[config.mk]
export PLATFORM = sky130hd
export DESIGN_NAME = complement_pair_checker_frame_buffer
export DESIGN_NICKNAME = d
export VERILOG_FILES = /design/src/rtl/complement_pair_checker_frame_buffer.sv
export SDC_FILE = /design/constraint.sdc
export NUM_CORES = 1
export LEC_CHECK = 0
export ABC_AREA = 1
export BUFFER_PORTS_ARGS = -buffer_cell sky130_fd_sc_hd__buf_2
export CORE_UTILIZATION = 55
export DETAILED_ROUTE_END_ITERATION = 6
export PLACE_DENSITY = 0.75
export SLEW_MARGIN = 20
export SYNTH_ARGS = -nofsm -noshare
export SYNTH_HDL_FRONTEND = slang
export SYNTH_SLANG_ARGS = --single-unit
[constraint.sdc]
create_clock -name clk -period 1.25 [get_ports clk]
set_clock_uncertainty 0.2 [all_clocks]
set_input_delay 0.125 -clock clk [delete_from_list [all_inputs] [get_ports clk]]
set_output_delay 0.125 -clock clk [all_outputs]
set_load 0.05 [all_outputs]
[src/rtl/complement_pair_checker_frame_buffer.sv]
// DEPTH x N sample store: one synchronous write port, one asynchronous read port.
module complement_pair_checker_frame_buffer #(
  parameter  int N     = 4,
  parameter  int DEPTH = 10,
  localparam int CW    = $clog2(DEPTH + 1)
) (
  input  logic          clk,
  input  logic          we,
  input  logic [CW-1:0] waddr,
  input  logic [N-1:0]  wdata,
  input  logic [CW-1:0] raddr,
  output logic [N-1:0]  rdata
);

  // Contents are don't-care after reset, so the array carries no reset.
  logic [N-1:0] mem [DEPTH];

  always_ff @(posedge clk) begin
    if (we) mem[waddr] <= wdata;
  end

  assign rdata = mem[raddr];

endmodule

==> results of run 1 <==
==> stage by stage <==
| step | TNS [ns] | utilization [%] | power (mW) | worst slack [ns] | area (um2) |
|---|---|---|---|---|---|
| 2_1_floorplan | 0 | - | 1.70 | 0.0979 | 1770 |
| 3_3_place_gp | -0.577 | 64.1 | 1.78 | -0.158 | 1960 |
| 3_5_place_dp | -1.32 | 64.1 | 1.79 | -0.212 | 1960 |
| 4_1_cts | -1.64 | 70.7 | 3.03 | -0.418 | 2160 |
| 5_1_grt | -1.94 | 72.5 | 3.12 | -0.493 | 2210 |
| 6_report | -1.61 | 72.5 | 3.04 | -0.413 | 2210 |
==> worst min path at each step <==
stage / from / endpoint
floorplan: wdata[0] / mem[0][0]
global placement: wdata[2] / mem[1][2]
detailed placement: wdata[2] / mem[1][2]
CTS: waddr[1] / mem[3][0]
global route: waddr[1] / mem[3][0]
finish: waddr[1] / mem[3][0]
==> what timing repair did <==
item / 4_1_cts / 5_1_grt
resized for setup: 10 / 14
buffers inserted: 0 / 0
pin swaps: 2 / 6
gates cloned: 0 / 0
endpoints found under the setup margin: 4 / 4
hold endpoints to repair: 40 / 0
hold buffers: 4 / 0
==> cell usage in the layout, fill, tap and decap left out, types with 5 or more instances in the layout <==
master | netlist | layout
inv_1 | 29 | 27
buf_2 | 2 | 13
nand2_2 | 0 | 5
nand2_1 | 49 | 44
nand3_2 | 0 | 9
buf_4 | 2 | 11
clkbuf_4 | 0 | 5
nor2_1 | 19 | 19
nand3_1 | 25 | 16
edfxtp_1 | 40 | 40
==> logic make-up after synthesis <==
family | after synthesis | synth area share [%]
buffers and inverters | 36 | 8.66
DFF | 40 | 68.2
and+or+nand+nor | 94 | 22.0
AOI/OAI and AO/OA | 4 | 1.14
==> metal layers <==
layer  vias up  routed length [um]
li1        627                   -
met1       605                1530
met2        45                1740
met3        15                 200
met4         0                 109
met5         -                   0
==> power groups by stage <==
| stage | combinational [mW] | sequential (mW) | clock, mW |
|---|---|---|---|
| CTS | 0.281 | 1.51 | 1.24 |
| detailed placement | 0.248 | 1.54 | 0 |
| global placement | 0.238 | 1.54 | 0 |
| global route | 0.330 | 1.51 | 1.28 |
| finish | 0.304 | 1.51 | 1.23 |
| floorplan | 0.163 | 1.54 | 0 |
==> worst min-delay path: cells and delay by family <==
kind | cells | cell delay [ns]
buffers and inverters | 1 | 0.11
and+or+nand+nor | 2 | 0.17
==> final cells by class <==
class,instances,area (um2)
Sequential cell,40,1200
Fill cell,231,840
Multi-Input combinational cell,98,465
Timing Repair Buffer,32,248
Inverter,31,116
Clock inverter,3,90.1
Tap cell,44,55.1
Clock buffer,5,37.5
==> impl_metrics.csv, run 1 <==
group,metric,value,unit
sta,worst_slew_pin_slew,0.338,ns
synth,synthFlopType,"edfxtp_1",
sta,clock.fmax,601,MHz
setup_path,cp_cell_sequence,"inv_1, nand2_1, nand3_1, nand3_2, nand3_2, nand2_2, buf_8",
detailed_routing,drtIter0Drc,55,
global_routing,grt_max_degree,19,
sta,fin_crit_sh,133,%
setup_path,cp-endpoint,"rdata[2]",
synth,synth_seq_area_share,68.2,%
outcome,failed_checks,"setup timing",
setup_path,crit_type,"register to primary output",
layout,largestRegisters,"mem: 40 flops",
setup_path,cp_slowest_stage_delay,0.40,ns
setup_path,cpLargestDelayFamily,"flip-flops",
placed_design,post-dp-hpwl,2.53,mm
sta,final-max-slew-violation-count,0,
floorplan,ios,18,
detailed_routing,num_vias,1292,
pwr,pwr-share-comb,10.0,%
clock_tree,clkTransAtPathRegs,0.12,ns
synth,synth_area_leaders,"edfxtp_1 68%, nand2_1 10%, nand3_1 7.1%, inv_1 6.2%, nor2_1 4.0%",
pwr,internal_power,2.44,mW
pwr,leakagePower,0.969,nW
pwr,power_frac_seq,49.6,%
pwr,ir_drop,1040,uV
synth,ys_types,11,
sta,slew_headroom,77.4,%
sta,hold_slack,0.0393,ns
layout,registers.top_by_ff_count,"mem",
global_routing,antenna_found_initial,0,
global_routing,grt_pass1_vias,1304,
floorplan,die_x,58.6,um
setup_path,timing.critical_path.buf_inv,2,
clock_tree,cts_root_buf,"clkbuf_4",
clock_tree,htree_levels,2,
synth,synth_common_cells,"49 x nand2_1, 40 x edfxtp_1, 29 x inv_1",
sta,rsz0062_at_grt,"yes",
synth,synth.avg_cell_area,10.1,um2
hold_path,holdPathStages,3,
setup_path,crit_fanout,1,
global_routing,grt_pass1_wl,5.75,mm
layout,syn_to_final_growth,25.6,%
synth,synth_edf_count,40,
setup_path,cp_num_cells,7,
setup_path,start_kind,"register",
flow_run,maxCapViolCount,0,
layout,largest_register_ffs,40,
detailed_routing,first_pass_iters,4,
placed_design,portBuffers,17,
global_routing,grtUsageTotal,23.7,%
synth,syn_inst,174,
sta,setup_slack,-0.413,ns
layout,nNetsFinal,222,
synth,synth_area,0.00176,mm2
global_routing,overflow,0,
global_routing,grtUsageMet1,28.7,%
setup_path,cp.arrival,1.34,ns
pwr,netSwitchingPower,606,uW
floorplan,initial_core_util,57.7,%
detailed_routing,via_per_inst,5.11,
pwr,pwr-share-clk,40.4,%
outcome,outcome,"finished with violations",
placed_design,gp_congestion,0.933,
setup_path,setup.worst_path.start,"mem[7][2]",
global_routing,busiest_layer,"met2",
floorplan,die_area,0.00343,mm2
global_routing,use_met2,39.7,%
placed_design,dp_cells,241,
detailed_routing,ant_nets,0,
sta,period_needed,1.66,ns
synth,yosys.area.top_type,"edfxtp_1",
synth,synthesis.nets,188,
pwr,power.density,1380,mW/mm2
layout,final_layout_size_suffix_gt1_share,25.8,%
sta,hold_violations,0,
sta,setup_violations,4,
floorplan,die_h,58.6,um
clock_tree,cts_buffer_depth,2,
clock_tree,clock-sinks,40,
floorplan,fp-row-count,20,
detailed_routing,routed_wl,3.58,mm
layout,final_cells,253,
setup_path,crit_top_cell,"nand3_2",
detailed_routing,drc_errors,0,
setup_path,endpoint_kind,"primary output",
clock_tree,cts-buffers-inserted,5,
synth,async_reset_ff_share,0,%
hold_path,min_path_type,"input pin to register",
setup_path,cp.required,0.93,ns
setup_path,cpMaxStageDelayCell,"edfxtp_1",
pwr,p_sw_share,19.9,%
synth,yosysMostFrequentCell,"nand2_1",
synth,yosysWarnings,0,
global_routing,grtUsageMet3,6.15,%
synth,synth_seq_cells,40,
layout,diodes,0,
floorplan,coreArea,0.00305,mm2
clock_tree,cts_tree,"built",
synth,synthDominantCellAreaShare,68.2,%
detailed_routing,wl_per_cell,14.2,um
No activity file was read; power rests on OpenSTA's default activity.
==> run 2: changes to the inputs <==
--- a/config.mk
+++ b/config.mk
@@ -10,6 +10,7 @@
 export CORE_UTILIZATION = 55
 export DETAILED_ROUTE_END_ITERATION = 6
 export PLACE_DENSITY = 0.75
+export RECOVER_POWER = 25
 export SLEW_MARGIN = 20
 export SYNTH_ARGS = -nofsm -noshare
 export SYNTH_HDL_FRONTEND = slang
==> impl_metrics.csv, run 2 (synthesis gave the netlist of run 1 again) <==
group,metric,value,unit
global_routing,grtUsageTotal,23.7,%
pwr,internal_power,2.44,mW
hold_path,min_path_type,"input pin to register",
global_routing,grt_pass1_wl,5.75,mm
sta,hold_violations,0,
setup_path,cp.required,0.93,ns
layout,multiInputGateArea,465,um2
pwr,power_frac_seq,49.7,%
layout,largestRegisters,"mem: 40 flops",
hold_path,holdPathStages,3,
clock_tree,cts-buffers-inserted,5,
setup_path,cp_num_cells,7,
layout,fillers,236,
layout,final_layout_size_suffix_gt1_share,22.0,%
placed_design,post-dp-hpwl,2.53,mm
setup_path,crit_fanout,1,
pwr,p_sw_share,19.8,%
placed_design,portBuffers,17,
setup_path,cpLargestDelayFamily,"flip-flops",
outcome,failed_checks,"setup timing",
placed_design,dp_slack,-0.212,ns
sta,period_needed,1.67,ns
setup_path,cp_cell_sequence,"inv_1, nand2_1, nand3_1, nand3_1, nand3_1, nand2_2, buf_8",
floorplan,fp-row-count,20,
setup_path,cpMaxStageDelayCell,"edfxtp_1",
setup_path,cp.arrival,1.34,ns
placed_design,gp_congestion,0.933,
global_routing,overflow,0,
detailed_routing,wl_per_cell,14.1,um
placed_design,dpl_cell_area,0.00196,mm2
layout,nNetsFinal,222,
clock_tree,cts_buffer_depth,2,
detailed_routing,via_per_inst,5.11,
sta,hold_slack,0.0411,ns
layout,finalCoreUtilization,71.7,%
sta,fin_crit_sh,133,%
outcome,outcome,"finished with violations",
pwr,pwr-share-clk,40.4,%
layout,finalInstanceArea,0.00219,mm2
setup_path,endpoint_kind,"primary output",
floorplan,die_x,58.6,um
setup_path,crit_type,"register to primary output",
pwr,netSwitchingPower,601,uW
clock_tree,clock-sinks,40,
pwr,leakagePower,0.938,nW
sta,final-max-slew-violation-count,0,
detailed_routing,drtIter0Drc,47,
layout,syn_to_final_growth,24.2,%
floorplan,die_area,0.00343,mm2
setup_path,start_kind,"register",
global_routing,grt_pass1_vias,1304,
sta,tns,-1.62,ns
pwr,pwr-share-comb,9.9,%
sta,rsz0062_at_grt,"yes",
global_routing,antenna_found_initial,0,
pwr,ir_drop,1040,uV
layout,final_cells,253,
layout,diodes,0,
floorplan,die_h,58.6,um
global_routing,grt_max_degree,19,
detailed_routing,drc_errors,0,
sta,setup_violations,4,
detailed_routing,num_vias,1293,
floorplan,initial_core_util,57.7,%
sta,setup_slack,-0.417,ns
layout,largest_register_ffs,40,
setup_path,crit_top_cell,"nand3_1",
layout,layout_commonest_cell,"nand2_1",
sta,slew_headroom,77.3,%
sta,worst_slew_pin_slew,0.339,ns
detailed_routing,first_pass_iters,4,
clock_tree,htree_levels,2,
clock_tree,clkTransAtPathRegs,0.12,ns
layout,layout_common_cells,"44 x nand2_1, 40 x edfxtp_1, 27 x inv_1, 19 x nor2_1, 16 x nand3_1",
floorplan,ios,18,
pwr,power.total,3.04,mW
clock_tree,cts_tree,"built",
setup_path,timing.critical_path.buf_inv,2,
clock_tree,post_cts_buffers,0,
detailed_routing,routed_wl,3.57,mm
layout,regArea,0.00120,mm2
layout,registers.top_by_ff_count,"mem",
setup_path,cp_slowest_stage_delay,0.43,ns
clock_tree,cts_root_buf,"clkbuf_4",
sta,clock.fmax,600,MHz
pwr,power.density,1390,mW/mm2
flow_run,maxCapViolCount,0,
placed_design,dp_cells,241,
floorplan,coreArea,0.00305,mm2
detailed_routing,ant_nets,0,
-- run 2: cell count changes in the layout (fill, tap and decap cells not counted) --
cell | before | now
clkbuf_1 | 0 | 8
buf_4 | 11 | 5
buf_2 | 13 | 11
-- run 2: power by group through the flow --
stage | registers [mW] | logic, mW | clock network (mW)
global route | 1.51 | 0.326 | 1.28
CTS | 1.51 | 0.281 | 1.24
finish | 1.51 | 0.301 | 1.23
global placement | 1.54 | 0.238 | 0
floorplan | 1.54 | 0.163 | 0
detailed placement | 1.54 | 0.248 | 0
-- run 2: final cells by class --
class / count / share of cell area [%]
sequential: 40 / 54.9
multi-input combinational: 98 / 21.3
timing repair buffer: 32 / 10.2
inverter: 31 / 5.32
clock inverter: 3 / 4.12
tap: 44 / 2.52
clock buffer: 5 / 1.72
-- run 2: path summary, 6_finish.rpt --
kind | slack (ns) | end | startpoint
max | -0.42 | rdata[1] | mem[3][1]
min | 0.04 | mem[3][0] | waddr[1]
-- run 2: routing by layer --
metal | vias to the layer above | share of wire (%) | track usage (%)
met2 | 40 | 48 | 39.7
li1 | 626 | - | -
met4 | 0 | 3.1 | 11.6
met5 | - | 0 | 0
met3 | 14 | 4.1 | 6.15
met1 | 613 | 44 | 28.7
-- run 2: repair_timing --
action / in CTS / in global routing
hold buffers: 4 / 0
setup endpoints to repair: 4 / 4
hold endpoints to repair: 40 / 0
gates resized for setup: 10 / 14
pin swaps: 2 / 6
==> run 3: changes to the inputs <==
--- a/config.mk
+++ b/config.mk
@@ -5,11 +5,10 @@
 export SDC_FILE = /design/constraint.sdc
 export NUM_CORES = 1
 export LEC_CHECK = 0
-export ABC_AREA = 1
 export BUFFER_PORTS_ARGS = -buffer_cell sky130_fd_sc_hd__buf_2
 export CORE_UTILIZATION = 55
 export DETAILED_ROUTE_END_ITERATION = 6
-export PLACE_DENSITY = 0.75
+export PLACE_DENSITY = 0.76
 export RECOVER_POWER = 25
 export SLEW_MARGIN = 20
 export SYNTH_ARGS = -nofsm -noshare
==> impl_metrics.csv, run 3 <==
group,metric,value,unit
layout,layout_common_cells,"40 x edfxtp_1, 15 x mux2i_1, 8 x buf_2, 8 x buf_4",
sta,period_needed,1.95,ns
pwr,netSwitchingPower,590,uW
synth,synth_common_cells,"40 x edfxtp_1, 16 x mux2i_1, 7 x nor2_1",
placed_design,dpl_cell_area,0.00190,mm2
detailed_routing,routed_wl,2.66,mm
floorplan,initial_core_util,58.5,%
sta,worst_slew_pin_slew,0.462,ns
layout,registers.top_by_ff_count,"mem",
synth,synth_seq_area_share,73.8,%
synth,async_reset_ff_share,0,%
layout,nNetsFinal,141,
clock_tree,hold_buffers,4,
layout,layout_commonest_cell,"edfxtp_1",
detailed_routing,drc_errors,0,
placed_design,post-dp-hpwl,1.92,mm
synth,yosys.area.top_type,"edfxtp_1",
pwr,pwr-share-comb,10.5,%
setup_path,cp.required,0.93,ns
layout,largestRegisters,"mem: 40 flops",
synth,synthDominantCellAreaShare,73.8,%
outcome,outcome,"finished with violations",
pwr,p_sw_share,22.3,%
setup_path,start_kind,"register",
sta,hold_violations,4,
global_routing,grt_max_degree,17,
sta,hold_slack,-0.0320,ns
clock_tree,cts_buffer_depth,2,
synth,yosysWarnings,0,
setup_path,cp_cell_sequence,"mux2i_2, mux4_2, o21ai_4, buf_6",
detailed_routing,drtIter0Drc,16,
setup_path,crit_type,"register to primary output",
layout,multiInputGateArea,482,um2
synth,synthesis.nets,104,
floorplan,coreArea,0.00278,mm2
layout,largest_register_ffs,40,
clock_tree,cts-buffers-inserted,5,
sta,setup_slack,-0.704,ns
layout,fillers,179,
sta,rsz0062_at_grt,"yes",
synth,synth_area,0.00163,mm2
hold_path,min_path_type,"input pin to register",
layout,syn_to_final_growth,25.4,%
sta,tns,-2.73,ns
sta,setup_violations,4,
floorplan,die_x,56.4,um
floorplan,ios,18,
synth,ys_types,12,
synth,synthFlopType,"edfxtp_1",
flow_run,maxCapViolCount,0,
global_routing,grt_pass1_wl,4.28,mm
floorplan,fp-row-count,19,
sta,clock.fmax,512,MHz
global_routing,antenna_found_initial,0,
sta,fin_crit_sh,156,%
pwr,ir_drop,986,uV
pwr,power.density,1290,mW/mm2
detailed_routing,first_pass_iters,4,
detailed_routing,num_vias,877,
setup_path,cpMaxStageDelayCell,"mux4_2",
layout,diodes,0,
sta,final-max-slew-violation-count,0,
clock_tree,htree_levels,2,
setup_path,endpoint_kind,"primary output",
setup_path,cp_slowest_stage_delay,0.50,ns
pwr,internal_power,2.05,mW
global_routing,overflow,0,
layout,final_layout_size_suffix_gt1_share,34.4,%
clock_tree,post_cts_buffers,0,
pwr,power_frac_seq,57.1,%
clock_tree,cts_tree,"built",
layout,regArea,0.00120,mm2
pwr,leakagePower,0.724,nW
synth,synth.avg_cell_area,18.1,um2
detailed_routing,wl_per_cell,16.7,um
setup_path,crit_fanout,1,
synth,synth_edf_count,40,
floorplan,die_area,0.00318,mm2
detailed_routing,via_per_inst,5.52,
outcome,failed_checks,"hold timing, setup timing",
global_routing,grt_pass1_vias,920,
global_routing,grtUsageTotal,19.2,%
detailed_routing,ant_nets,0,
pwr,pwr-share-clk,32.4,%
setup_path,cp.arrival,1.63,ns
placed_design,gp_congestion,0.757,
synth,yosysMostFrequentCell,"edfxtp_1",
sta,slew_headroom,69.2,%
synth,synth_seq_cells,40,
placed_design,portBuffers,17,
clock_tree,clock-sinks,40,
layout,finalCoreUtilization,73.4,%
synth,syn_inst,90,
synth,synth_area_leaders,"edfxtp_1 74%, mux2i_1 9.8%, mux4_2 5.5%, mux2_1 2.8%, nor2_1 1.6%",
floorplan,die_h,56.4,um
clock_tree,cts_root_buf,"clkbuf_4",
clock_tree,clkTransAtPathRegs,0.13,ns
layout,finalInstanceArea,0.00204,mm2
run 3: cell types whose count changed in the layout (fill, tap and decap cells not counted), sizes merged, moves of 2 or more:
cell,change
nor2,-12
mux2,+4
mux2i,+16
mux4,+4
nor3,+3
inv,-30
nand2,-44
nand2b,+2
bufinv,-2
nand3,-25
run 3: kinds of logic (layout without fill, tap and decap cells):
logic type	after synthesis	after routing	share of synthesized area, %
AND/OR/NAND/NOR	20	20	5.92
multiplexers	24	24	18.1
flip-flops	40	40	73.8
buffers and inverters	2	40	0.922
AO/OA/AOI/OAI	4	4	1.23
run 3: final timing paths:
kind      start         to  slack (ns)  cells past startpoint
max   mem[3][2]   rdata[2]       -0.70                      4
min    waddr[0]  mem[0][2]       -0.03                      2
run 3: power by group through the flow:
stage	combinational, mW	clock (mW)	sequential, mW
after floorplan	0.162	0	1.54
after global placement	0.249	0	1.54
after detailed placement	0.254	0	1.54
after CTS	0.280	0.860	1.51
after global routing	0.294	0.929	1.51
final	0.277	0.856	1.51
run 3: routing by layer:
| layer | track usage (%) | routed length (um) | part of all wire (%) |
|---|---|---|---|
| met1 | 22.4 | 1150 | 43 |
| met5 | 0 | 0 | 0 |
| met2 | 33.5 | 1380 | 52 |
| met4 | 6.27 | 31 | 1.2 |
| met3 | 6.22 | 97 | 3.7 |
run 3: area by class of cell:
cell class | instances | share of cell area, %
timing repair buffer | 32 | 11.5
multi-input combinational | 48 | 23.6
sequential | 40 | 58.9
clock inverter | 3 | 2.27
clock buffer | 5 | 1.84
tap | 31 | 1.90
run 3: through the flow:
| step | cells | setup slack [ns] | hold slack (ns) | power (mW) |
|---|---|---|---|---|
| global placement | 147 | -0.516 | 0.222 | 1.79 |
| floorplan | 90 | -0.277 | 0.0239 | 1.70 |
| CTS | 159 | -0.723 | -0.0410 | 2.65 |
| finish | 159 | -0.704 | -0.0320 | 2.64 |
| global route | 159 | -0.775 | -0.0447 | 2.73 |
| detailed placement | 147 | -0.530 | 0.233 | 1.79 |
run 3: what timing repair did:
| item | 4_1_cts | 5_1_grt |
|---|---|---|
| pin swaps | 1 | 2 |
| endpoints found under the setup margin | 4 | 4 |
| endpoints found under the hold margin | 44 | 4 |
| gates resized for setup | 8 | 1 |
run 3: worst max-delay path: cells and delay by family (launching register included):
family	cells	cell delay, ns
DFF	1	0.39
muxes	2	0.59
buffers and inverters	1	0.17
AOI/OAI and AO/OA	1	0.14
